**src/rtl/dct_pkg.sv**
```systemverilog
// dct_pkg: shared types and constants for the 4x4 forward DCT datapath.
// Provides coefficient/vector typedefs, the transpose FSM state enum and a
// column write-bypass helper used by the transpose buffer.
package dct_pkg;

  localparam int unsigned DCT_N     = 4;
  localparam int unsigned DCT_W     = 10;
  localparam int unsigned DCT_IDX_W = 2;

  typedef logic signed [DCT_W-1:0]     dct_coef_t;
  typedef dct_coef_t [DCT_N-1:0]       dct_vec_t;
  typedef logic [DCT_IDX_W-1:0]        dct_idx_t;

  typedef enum logic {
    TR_FILL  = 1'b0,
    TR_DRAIN = 1'b1
  } tr_state_t;

  localparam dct_idx_t DCT_LAST_IDX = dct_idx_t'(DCT_N - 1);

  // Replace element wr_row of a bank column with the coefficient being
  // written this cycle, so a column can be registered in the same cycle the
  // row that completes it arrives.
  function automatic dct_vec_t dct_col_merge(input dct_vec_t  col,
                                             input logic      we,
                                             input dct_idx_t  wr_row,
                                             input dct_coef_t wr_coef);
    dct_vec_t res;
    res = col;
    if (we) res[wr_row] = wr_coef;
    return res;
  endfunction

endpackage

```
**src/rtl/dct_tr_bank.sv**
```systemverilog
// dct_tr_bank: N x N coefficient register array for the transpose buffer.
// Ports:
//   clk      - clock
//   we       - row write enable
//   wr_row   - row index written when we=1
//   wr_data  - row coefficients
//   rd_col   - column index for the combinational read
//   rd_data  - column rd_col; element i = row i
// Contents have no reset; they are always written before being read.
module dct_tr_bank
  import dct_pkg::*;
(
  input  logic     clk,
  input  logic     we,
  input  dct_idx_t wr_row,
  input  dct_vec_t wr_data,
  input  dct_idx_t rd_col,
  output dct_vec_t rd_data
);

  dct_vec_t mem [DCT_N];

  // Row write
  always_ff @(posedge clk) begin
    if (we) mem[wr_row] <= wr_data;
  end

  // Column read
  always_comb begin
    for (int i = 0; i < DCT_N; i++) rd_data[i] = mem[i][rd_col];
  end

endmodule

```
**src/rtl/dct_transpose_4x4.sv**
```systemverilog
// dct_transpose_4x4: transpose buffer between the row and column passes of
// the 4x4 forward DCT. Takes one row per input handshake and emits one
// column per output handshake; all outputs are registered.
// Ports:
//   clk, rst (async, active high), clr (sync abort)
//   in_valid/in_ready/in_data    - row input, in_data[j] = coefficient j
//   out_valid/out_ready/out_data - column output, out_data[i] = row i
//   out_last                     - marks column 3 of a block
// Build option: DCT_TRANSPOSE_PINGPONG_EN selects a two-bank buffer that
// sustains one row in and one column out per cycle; otherwise a single
// bank alternates between FILL and DRAIN.
module dct_transpose_4x4
  import dct_pkg::*;
#(
  parameter int unsigned DATA_W = DCT_W,
  parameter int unsigned N      = DCT_N
) (
  input  logic                           clk,
  input  logic                           rst,
  input  logic                           clr,
  input  logic                           in_valid,
  output logic                           in_ready,
  input  logic signed [N-1:0][DATA_W-1:0] in_data,
  output logic                           out_valid,
  input  logic                           out_ready,
  output logic signed [N-1:0][DATA_W-1:0] out_data,
  output logic                           out_last
);

  dct_vec_t in_vec;
  logic     in_xfer;
  logic     out_xfer;
  dct_idx_t row_cnt;
  dct_idx_t col_cnt;
  dct_vec_t nxt_col;

  assign in_vec   = in_data;
  assign in_xfer  = in_valid && in_ready;
  assign out_xfer = out_valid && out_ready;

`ifdef DCT_TRANSPOSE_PINGPONG_EN

  logic       wr_bank, wr_bank_nxt;
  logic       rd_bank, nb;
  logic       fill_done, free, load, avail;
  logic [1:0] full, full_nxt, we_b;
  dct_idx_t   nc;
  dct_vec_t   rd_data [2];

  assign fill_done   = in_xfer && (row_cnt == DCT_LAST_IDX);
  assign free        = out_xfer && (col_cnt == DCT_LAST_IDX);
  assign load        = !out_valid || out_xfer;
  assign wr_bank_nxt = fill_done ? ~wr_bank : wr_bank;

  for (genvar k = 0; k < 2; k++) begin : g_bank
    assign we_b[k] = in_xfer && !clr && (wr_bank == 1'(k));
    dct_tr_bank u_bank (
      .clk     (clk),
      .we      (we_b[k]),
      .wr_row  (row_cnt),
      .wr_data (in_vec),
      .rd_col  (nc),
      .rd_data (rd_data[k])
    );
  end

  // Next column to present: continue the current bank, or move to the other
  // bank (in fill order) once the current one is freed.
  always_comb begin
    full_nxt = full;
    if (fill_done) full_nxt[wr_bank] = 1'b1;
    if (free)      full_nxt[rd_bank] = 1'b0;
    nb = rd_bank;
    nc = '0;
    if (out_valid && !free) begin
      nc = dct_idx_t'(col_cnt + 1'b1);
    end else if (free) begin
      nb = ~rd_bank;
    end
    avail = (out_valid && !free) ? 1'b1 : full_nxt[nb];
  end

  assign nxt_col = dct_col_merge(rd_data[nb], we_b[nb], row_cnt, in_vec[nc]);

  always_ff @(posedge clk or posedge rst) begin
    if (rst) begin
      full      <= '0;
      wr_bank   <= 1'b0;
      rd_bank   <= 1'b0;
      row_cnt   <= '0;
      col_cnt   <= '0;
      in_ready  <= 1'b1;
      out_valid <= 1'b0;
      out_last  <= 1'b0;
      out_data  <= '0;
    end else if (clr) begin
      full      <= '0;
      wr_bank   <= 1'b0;
      rd_bank   <= 1'b0;
      row_cnt   <= '0;
      col_cnt   <= '0;
      in_ready  <= 1'b1;
      out_valid <= 1'b0;
      out_last  <= 1'b0;
      out_data  <= '0;
    end else begin
      full     <= full_nxt;
      wr_bank  <= wr_bank_nxt;
      in_ready <= !full_nxt[wr_bank_nxt];
      if (in_xfer) row_cnt <= dct_idx_t'(row_cnt + 1'b1);
      if (load) begin
        rd_bank   <= nb;
        col_cnt   <= nc;
        out_valid <= avail;
        out_last  <= avail && (nc == DCT_LAST_IDX);
        out_data  <= avail ? nxt_col : '0;
      end
    end
  end

`else

  tr_state_t state;
  logic      we;
  dct_idx_t  rd_col;
  dct_vec_t  rd_data;

  assign we     = in_xfer && !clr;
  // Column 0 is loaded on the 4th row; later columns on each output transfer.
  assign rd_col = (state == TR_FILL) ? '0 : dct_idx_t'(col_cnt + 1'b1);

  dct_tr_bank u_bank (
    .clk     (clk),
    .we      (we),
    .wr_row  (row_cnt),
    .wr_data (in_vec),
    .rd_col  (rd_col),
    .rd_data (rd_data)
  );

  assign nxt_col = dct_col_merge(rd_data, we, row_cnt, in_vec[rd_col]);

  always_ff @(posedge clk or posedge rst) begin
    if (rst) begin
      state     <= TR_FILL;
      row_cnt   <= '0;
      col_cnt   <= '0;
      in_ready  <= 1'b1;
      out_valid <= 1'b0;
      out_last  <= 1'b0;
      out_data  <= '0;
    end else if (clr) begin
      state     <= TR_FILL;
      row_cnt   <= '0;
      col_cnt   <= '0;
      in_ready  <= 1'b1;
      out_valid <= 1'b0;
      out_last  <= 1'b0;
      out_data  <= '0;
    end else begin
      case (state)
        TR_FILL: begin
          if (in_xfer) begin
            row_cnt <= dct_idx_t'(row_cnt + 1'b1);
            if (row_cnt == DCT_LAST_IDX) begin
              state     <= TR_DRAIN;
              in_ready  <= 1'b0;
              out_valid <= 1'b1;
              out_last  <= 1'b0;
              out_data  <= nxt_col;
            end
          end
        end
        TR_DRAIN: begin
          if (out_xfer) begin
            col_cnt <= dct_idx_t'(col_cnt + 1'b1);
            if (col_cnt == DCT_LAST_IDX) begin
              state     <= TR_FILL;
              in_ready  <= 1'b1;
              out_valid <= 1'b0;
              out_last  <= 1'b0;
              out_data  <= '0;
            end else begin
              out_last <= (rd_col == DCT_LAST_IDX);
              out_data <= nxt_col;
            end
          end
        end
        default: state <= TR_FILL;
      endcase
    end
  end

`endif

endmodule

```
**config.mk**
```make
export PLATFORM = sky130hd
export DESIGN_NAME = dct_transpose_4x4
export DESIGN_NICKNAME = d
export VERILOG_FILES = /design/src/rtl/dct_pkg.sv /design/src/rtl/dct_tr_bank.sv /design/src/rtl/dct_transpose_4x4.sv
export SDC_FILE = /design/constraint.sdc
export NUM_CORES = 1
export LEC_CHECK = 0
export BUFFER_PORTS_ARGS = -buffer_cell sky130_fd_sc_hd__buf_2
export CAP_MARGIN = 10
export CORE_MARGIN = 3
export CORE_UTILIZATION = 35
export DETAILED_ROUTE_END_ITERATION = 10
export RECOVER_POWER = 50
export SLEW_MARGIN = 20
export SYNTH_ARGS = -nofsm -noshare
export SYNTH_HDL_FRONTEND = slang
export SYNTH_SLANG_ARGS = --single-unit
```
**constraint.sdc**
```tcl
create_clock -name clk -period 3.5 [get_ports clk]
set_clock_uncertainty 0.05 [all_clocks]
set_input_delay 0.7 -clock clk [delete_from_list [all_inputs] [get_ports clk]]
set_output_delay 0.7 -clock clk [all_outputs]
set_load 0.05 [all_outputs]
```
==> results.py, run 1 <==
metrics = {
    "detailed_routing": {
        "vias": 5752,
        "drt-vias-per-instance": 5.52,
        "first_iter_violations": 430,
        "dr.pass1.iters": 6,
        "wire_per_inst_um": 22.4,
        "drc": 0,
        "ant_nets": 0,
        "routed_wl_mm": 23.4,
    },
    "global_route": {
        "grt_first_pass_wirelength_mm": 35.6,
        "gr-usage-all-layers": 0.163,
        "grt_overflow": 0,
        "grt_pass1_vias": 5730,
        "antenna_found_initial": 2,
        "grt_max_degree": 54,
    },
    "cells_and_area": {
        "fillCellCount": 2337,
        "drive_gt1_frac": 0.233,
        "nets": 748,
        "syn_to_final_growth_pct": 16.1,
        "final_util": 0.414,
        "n_antenna_cell": 0,
        "layout.cells.non_filler": 1042,
    },
    "synth": {
        "synth_cells": 623,
        "avgSynthCellArea_um2": 14.4,
        "ys_seq_area_frac": 0.668,
        "ys_warn_count": 0,
        "syn_area_mm2": 0.00899,
        "synth-seq-cells": 208,
        "ys_types": 31,
        "synth_nets": 673,
    },
    "worst_setup_path": {
        "r2r-end": "out_data[10]",
        "r2r_setup_slack_ns": 0.91,
        "cp.arrival_ns": 2.92,
        "critical_path_class": "reg2reg",
        "worstPathRequired_ns": 3.83,
        "r2r_cells": 6,
        "r2r_start": "state",
        "worstSetupStartpointType": "flip-flop",
        "worst-path-max-fanout": 38,
        "cp-end-kind": "flip-flop",
    },
    "pwr": {
        "p_leak_uw": 0.00390,
        "vdd_ir_drop_max_v": 0.000347,
        "powerDensity_mw_per_mm2": 505,
    },
    "place": {
        "gp_congestion": 0.771,
        "dp_cells": 1005,
        "io_buffer_count": 87,
        "dpl.hpwl_mm": 14.7,
    },
    "clock_network": {
        "htreeDepth": 1,
        "cts_buffers": 21,
        "clock_sinks": 208,
        "post-cts-setup-buffers": 0,
        "cts_hold_buffers": 0,
        "clockBufferDepth": 3,
        "cts_tree": "built",
        "clkLatencyLatePin_ns": 0.49,
        "root_buffer": "clkbuf_16",
        "post_cts_resized": 0,
        "clkTransAtPathRegs_ns": 0.06,
    },
    "die": {
        "initial_core_util": 0.356,
        "die_area_mm2": 0.0277,
        "coreArea_mm2": 0.0253,
        "die_w_um": 166,
        "num_rows": 58,
        "die_h_um": 166,
        "num_io_pins": 88,
    },
    "sta": {
        "finalHoldViolations": 0,
        "post-route-min-period_ns": 2.59,
        "relSlewSlack": 0.395,
        "rsz0062_at_grt": "no",
        "fin_crit_sh": 0.740,
        "setup_viol": 0,
        "worst_pin_slew_ns": 0.907,
        "fmax_mhz": 386,
        "slew_violations": 0,
        "timing.setup.tns_ns": 0,
    },
    "flow_run": {
        "drv_cap": 0,
    },
    "status": {
        "status": "finished, final reports clean",
    },
    "hold_path": {
        "min_path_type": "in2async",
    },
}
## Yosys cell counts
library cell    n  share of area
a211oi_2       10          0.014
clkbuf_1       34          0.014
buf_4           2         0.0017
dfrtp_1        47           0.13
buf_2          17         0.0095
a21oi_1         4         0.0022
o22a_1          1        0.00097
and3b_1        51          0.050
inv_1           7         0.0029
clkbuf_2        1        0.00056
nand2b_1        1        0.00070
mux2_2         50          0.063
o22ai_1        40          0.028
mux2i_1         1         0.0011
o21a_1          1        0.00084
nand3b_1        1        0.00084
and2_1          1        0.00070
nand4b_1        5         0.0049
xnor2_1         1        0.00097
ha_1            5         0.0070
edfxtp_1      160           0.53
a211oi_1       40          0.033
o21ai_0        82          0.046
nand3_1         2         0.0011
xor2_1          1        0.00097
a22o_1         40          0.039
nor2_1          8         0.0033
buf_6           2         0.0025
a31oi_1         1        0.00070
nand2_1         6         0.0025
dfstp_2         1         0.0029
## layout make-up
cell class	instances	area [um^2]	area share
clock buffer	34	644	0.0617
clock inverter	3	40.0	0.00383
inverter	7	26.3	0.00252
multi-input combinational	352	2720	0.260
sequential	208	6010	0.576
tap	330	413	0.0395
timing repair buffer	108	589	0.0564
## through the flow
step	power, uW	worst slack, ns	area (um^2)	hold slack [ns]
after floorplan	2970	0.452	8990	0.444
after global placement	3110	0.954	9810	0.411
after detailed placement	3110	0.944	9810	0.439
after CTS	5330	0.928	10500	0.110
after global routing	5440	0.803	10400	0.278
final	5280	0.911	10400	0.212
## registers in the layout, indices dropped and copies added, names as in the netlist
register / cells
col_cnt: 2
in_ready: 1
out_data: 40
out_last: 1
out_valid: 1
row_cnt: 2
state: 1
u_bank.mem: 160
## kinds of logic (layout without fill, tap and decap cells)
| family | after synthesis | count (layout) | synth area share |
|---|---|---|---|
| xor+xnor | 2 | 2 | 0.00195 |
| flops | 208 | 208 | 0.668 |
| mux | 51 | 51 | 0.0637 |
| buf+inv | 63 | 152 | 0.0313 |
| simple gates | 75 | 75 | 0.0637 |
| compound gates | 219 | 219 | 0.164 |
| fa+ha+maj | 5 | 5 | 0.00696 |
## how the worst max path moves through the flow
stage	from	end	slack (ns)	cells after the start
4_1_cts	state	out_data[28]	0.93	4
2_1_floorplan	in_ready	out_data[30]	0.45	7
6_report	state	out_data[10]	0.91	6
3_3_place_gp	state	out_data[26]	0.95	4
3_5_place_dp	state	out_data[13]	0.94	4
5_1_grt	state	out_data[18]	0.80	6
## worst max-delay path: stages, from the launching register on
cell,delay [ns]
dfrtp_1,0.80
buf_4,0.44
nand2b_2,0.10
buf_4,0.24
a211oi_1,0.46
o22ai_1,0.15
a22o_1,0.21
## metal layers
layer | share of wire | vias to the layer above | track usage
met5 | 0.00090 | - | 0
met4 | 0.023 | 4 | 0.0470
met2 | 0.45 | 173 | 0.247
met1 | 0.47 | 2909 | 0.238
met3 | 0.058 | 41 | 0.0324
li1 | - | 2625 | -
## cells in the final DEF (no fill, tap or decap), types with 2 or more instances in the layout
cell type / synthesis / layout
dfrtp_1: 47 / 46
o21ai_0: 82 / 82
clkinv_2: 0 / 2
a21oi_1: 4 / 4
and3b_1: 51 / 51
inv_2: 0 / 2
inv_1: 7 / 4
a22o_1: 40 / 40
buf_12: 0 / 4
clkbuf_1: 34 / 47
nand2_1: 6 / 5
edfxtp_1: 160 / 160
a211oi_1: 40 / 40
ha_1: 5 / 5
clkbuf_8: 0 / 7
o22ai_1: 40 / 40
clkbuf_16: 0 / 21
buf_4: 2 / 16
a211oi_2: 10 / 10
nand4b_1: 5 / 5
mux2_2: 50 / 50
buf_2: 17 / 47
nor2_1: 8 / 7
nand3_1: 2 / 2
## report_power, final
part	internal, uW	leakage (uW)	switching, uW
registers	2730	0.00212	20.0
logic	88.5	0.00145	214
clock network	1330	0.000338	896
Power figures use the tool's default switching activity.
==> run 2, diff against run 1 <==
- ABC_AREA: default -> 1
- clock period: 3.5 -> 2.3 ns (I/O delays scaled with it)
==> run 2 against run 1 <==
Against the previous run:
- setup slack lost 0.67 ns
- register-to-register slack lost 0.67 ns
- utilization grew 0.86 points
- critical path type unchanged
==> results.py, run 2 <==
metrics = {
    "die": {
        "die_w_um": 168,
        "die_h_um": 168,
        "initial_core_util": 0.360,
        "die_area_mm2": 0.0282,
        "num_rows": 58,
        "coreArea_mm2": 0.0255,
        "num_io_pins": 88,
    },
    "global_route": {
        "grt_pass1_vias": 6624,
        "grt_first_pass_wirelength_mm": 39.9,
        "grt_max_degree": 102,
        "grt_overflow": 0,
        "antenna_found_initial": 1,
        "gr-usage-all-layers": 0.180,
    },
    "clock_network": {
        "htreeDepth": 1,
        "post-cts-setup-buffers": 0,
        "clkTransAtPathRegs_ns": 0.06,
        "root_buffer": "clkbuf_16",
        "cts_tree": "built",
        "clock_sinks": 208,
        "clockBufferDepth": 3,
        "clkLatencyLatePin_ns": 0.51,
        "cts_buffers": 23,
    },
    "synth": {
        "syn_area_mm2": 0.00917,
        "async_flop_share": 0.231,
        "avgSynthCellArea_um2": 10.2,
        "synth_nets": 947,
        "synth.most_common_cell": "nand2_1",
        "synth_fa_ha_area_frac": 0.00682,
        "ys_types": 25,
        "synth_mux_area_frac": 0,
        "synth_top_area_frac": 0.524,
        "synth-seq-cells": 208,
        "synth.largest_area_cell": "edfxtp_1",
        "synth_top_family_by_area": "simple AND/OR/NAND/NOR gates",
        "yosys-top-cells-area": "edfxtp_1 52%, nand3_1 14%, dfrtp_1 13%",
        "yosys-top-cells-count": "307 x nand2_1, 261 x nand3_1, 160 x edfxtp_1, 47 x dfrtp_1, 31 x inv_1",
        "synth_compound_area_frac": 0.00600,
        "synth_simple_gate_area_share": 0.277,
        "synth-edff-count": 160,
        "synth_cells": 897,
        "synthFlopType": "edfxtp_1",
        "synthXorXnorAreaFrac": 0,
        "ys_warn_count": 0,
        "ys_seq_area_frac": 0.655,
    },
    "worst_setup_path": {
        "cp-end-kind": "flip-flop",
        "critical_path_class": "reg2reg",
        "worst-path-max-fanout": 40,
        "cp.arrival_ns": 2.46,
        "worstPathRequired_ns": 2.70,
        "worstSetupStartpointType": "flip-flop",
        "r2r_setup_slack_ns": 0.24,
    },
    "sta": {
        "setup_viol": 0,
        "rsz0062_at_grt": "no",
        "worst_pin_slew_ns": 0.634,
        "slew_violations": 0,
        "timing.setup.tns_ns": 0,
        "finalHoldViolations": 0,
        "relSlewSlack": 0.579,
        "fmax_mhz": 485,
        "post-route-min-period_ns": 2.06,
        "fin_crit_sh": 0.896,
    },
    "cells_and_area": {
        "largest_register_ffs": 160,
        "mostFrequentLayoutCells": "307 x nand2_1, 261 x nand3_1, 160 x edfxtp_1, 57 x clkbuf_1, 46 x dfrtp_1",
        "drive_gt1_frac": 0.115,
        "nets": 1029,
        "mostFrequentLayoutCell": "nand2_1",
        "reg.largest.list": "u_bank.mem x160, out_data x40",
        "n_antenna_cell": 0,
        "top_register": "u_bank.mem",
        "final_util": 0.422,
        "syn_to_final_growth_pct": 17.3,
    },
    "detailed_routing": {
        "wire_per_inst_um": 19.3,
        "first_iter_violations": 638,
        "ant_nets": 0,
        "dr.pass1.iters": 5,
        "drc": 0,
        "drt-vias-per-instance": 5.13,
        "routed_wl_mm": 25.6,
        "vias": 6798,
    },
    "place": {
        "io_buffer_count": 87,
        "gp_congestion": 0.828,
        "dpl.hpwl_mm": 16.1,
    },
    "hold_path": {
        "min_path_type": "in2reg",
    },
    "pwr": {
        "vdd_ir_drop_max_v": 0.000482,
        "p_total_uw": 8960,
        "powerDensity_mw_per_mm2": 833,
        "p_leak_uw": 0.00440,
    },
    "status": {
        "status": "finished, final reports clean",
    },
    "flow_run": {
        "drv_cap": 0,
    },
}
==> run 2: kinds of logic after synthesis <==
kind of cell	count (synthesis)
fa+ha+maj	5
compound gates	9
buf+inv	94
simple gates	581
flops	208
==> run 2: timing repair <==
item                                   in CTS  in global routing
endpoints found under the hold margin      47                  0
gates resized for setup                     0                  0
hold buffers                                1                  0
==> run 2: critical path, cell delays in order, from the launching register on <==
cell and delay, ns:
dfrtp_1 0.42, ha_1 0.16, inv_1 0.08, o21ai_0 0.31
nand2_4 0.26, nor2_4 0.17, buf_12 0.22, nand3_1 0.20
nand2_1 0.09
==> run 2: final timing paths <==
| kind | from | end | cells after the start |
|---|---|---|---|
| hold reg to reg | out_data[3] | out_data[3] | 2 |
| setup / recovery | row_cnt[0] | out_data[20] | 8 |
| setup reg to reg | row_cnt[0] | out_data[20] | 8 |
| max in group asynchronous | rst | in_ready | 4 |
| min in group asynchronous | rst | out_data[16] | 4 |
| hold / removal | clr | row_cnt[1] | 2 |
==> run 2: per-stage QoR <==
| stage | setup WS, ns | area (um^2) | hold slack, ns | cells |
|---|---|---|---|---|
| 5_1_grt | 0.114 | 10800 | 0.182 | 1326 |
| 2_1_floorplan | 0.120 | 9170 | 0.436 | 897 |
| 3_5_place_dp | 0.358 | 9990 | 0.415 | 1283 |
| 3_3_place_gp | 0.388 | 9990 | 0.410 | 1283 |
| 6_report | 0.238 | 10800 | 0.176 | 1326 |
| 4_1_cts | 0.341 | 10800 | 0.118 | 1326 |
==> run 2: routing by layer <==
layer	GRT usage	wire length (um)	vias to the layer above	part of all wire
met5	0	9	-	0.00035
met1	0.260	11300	3269	0.44
met2	0.286	12000	250	0.47
li1	-	-	3235	-
met3	0.0279	1740	42	0.068
met4	0.0452	610	2	0.024
==> run 2: layout make-up <==
type | count | area, um^2
fillers | 2431 | 14700
well taps | 330 | 413
flip-flops and latches | 208 | 6010
multi-input cells | 595 | 2660
repair buffers | 116 | 713
clock inverters | 9 | 135
clock buffers | 33 | 694
inverters | 35 | 131
==> run 2: report_power, final <==
group / switching (uW) / leakage, uW / internal, uW / total, uW
clock network: 1490 / 0.000412 / 2450 / 3940
logic: 618 / 0.00192 / 168 / 786
registers: 57.2 / 0.00207 / 4170 / 4230
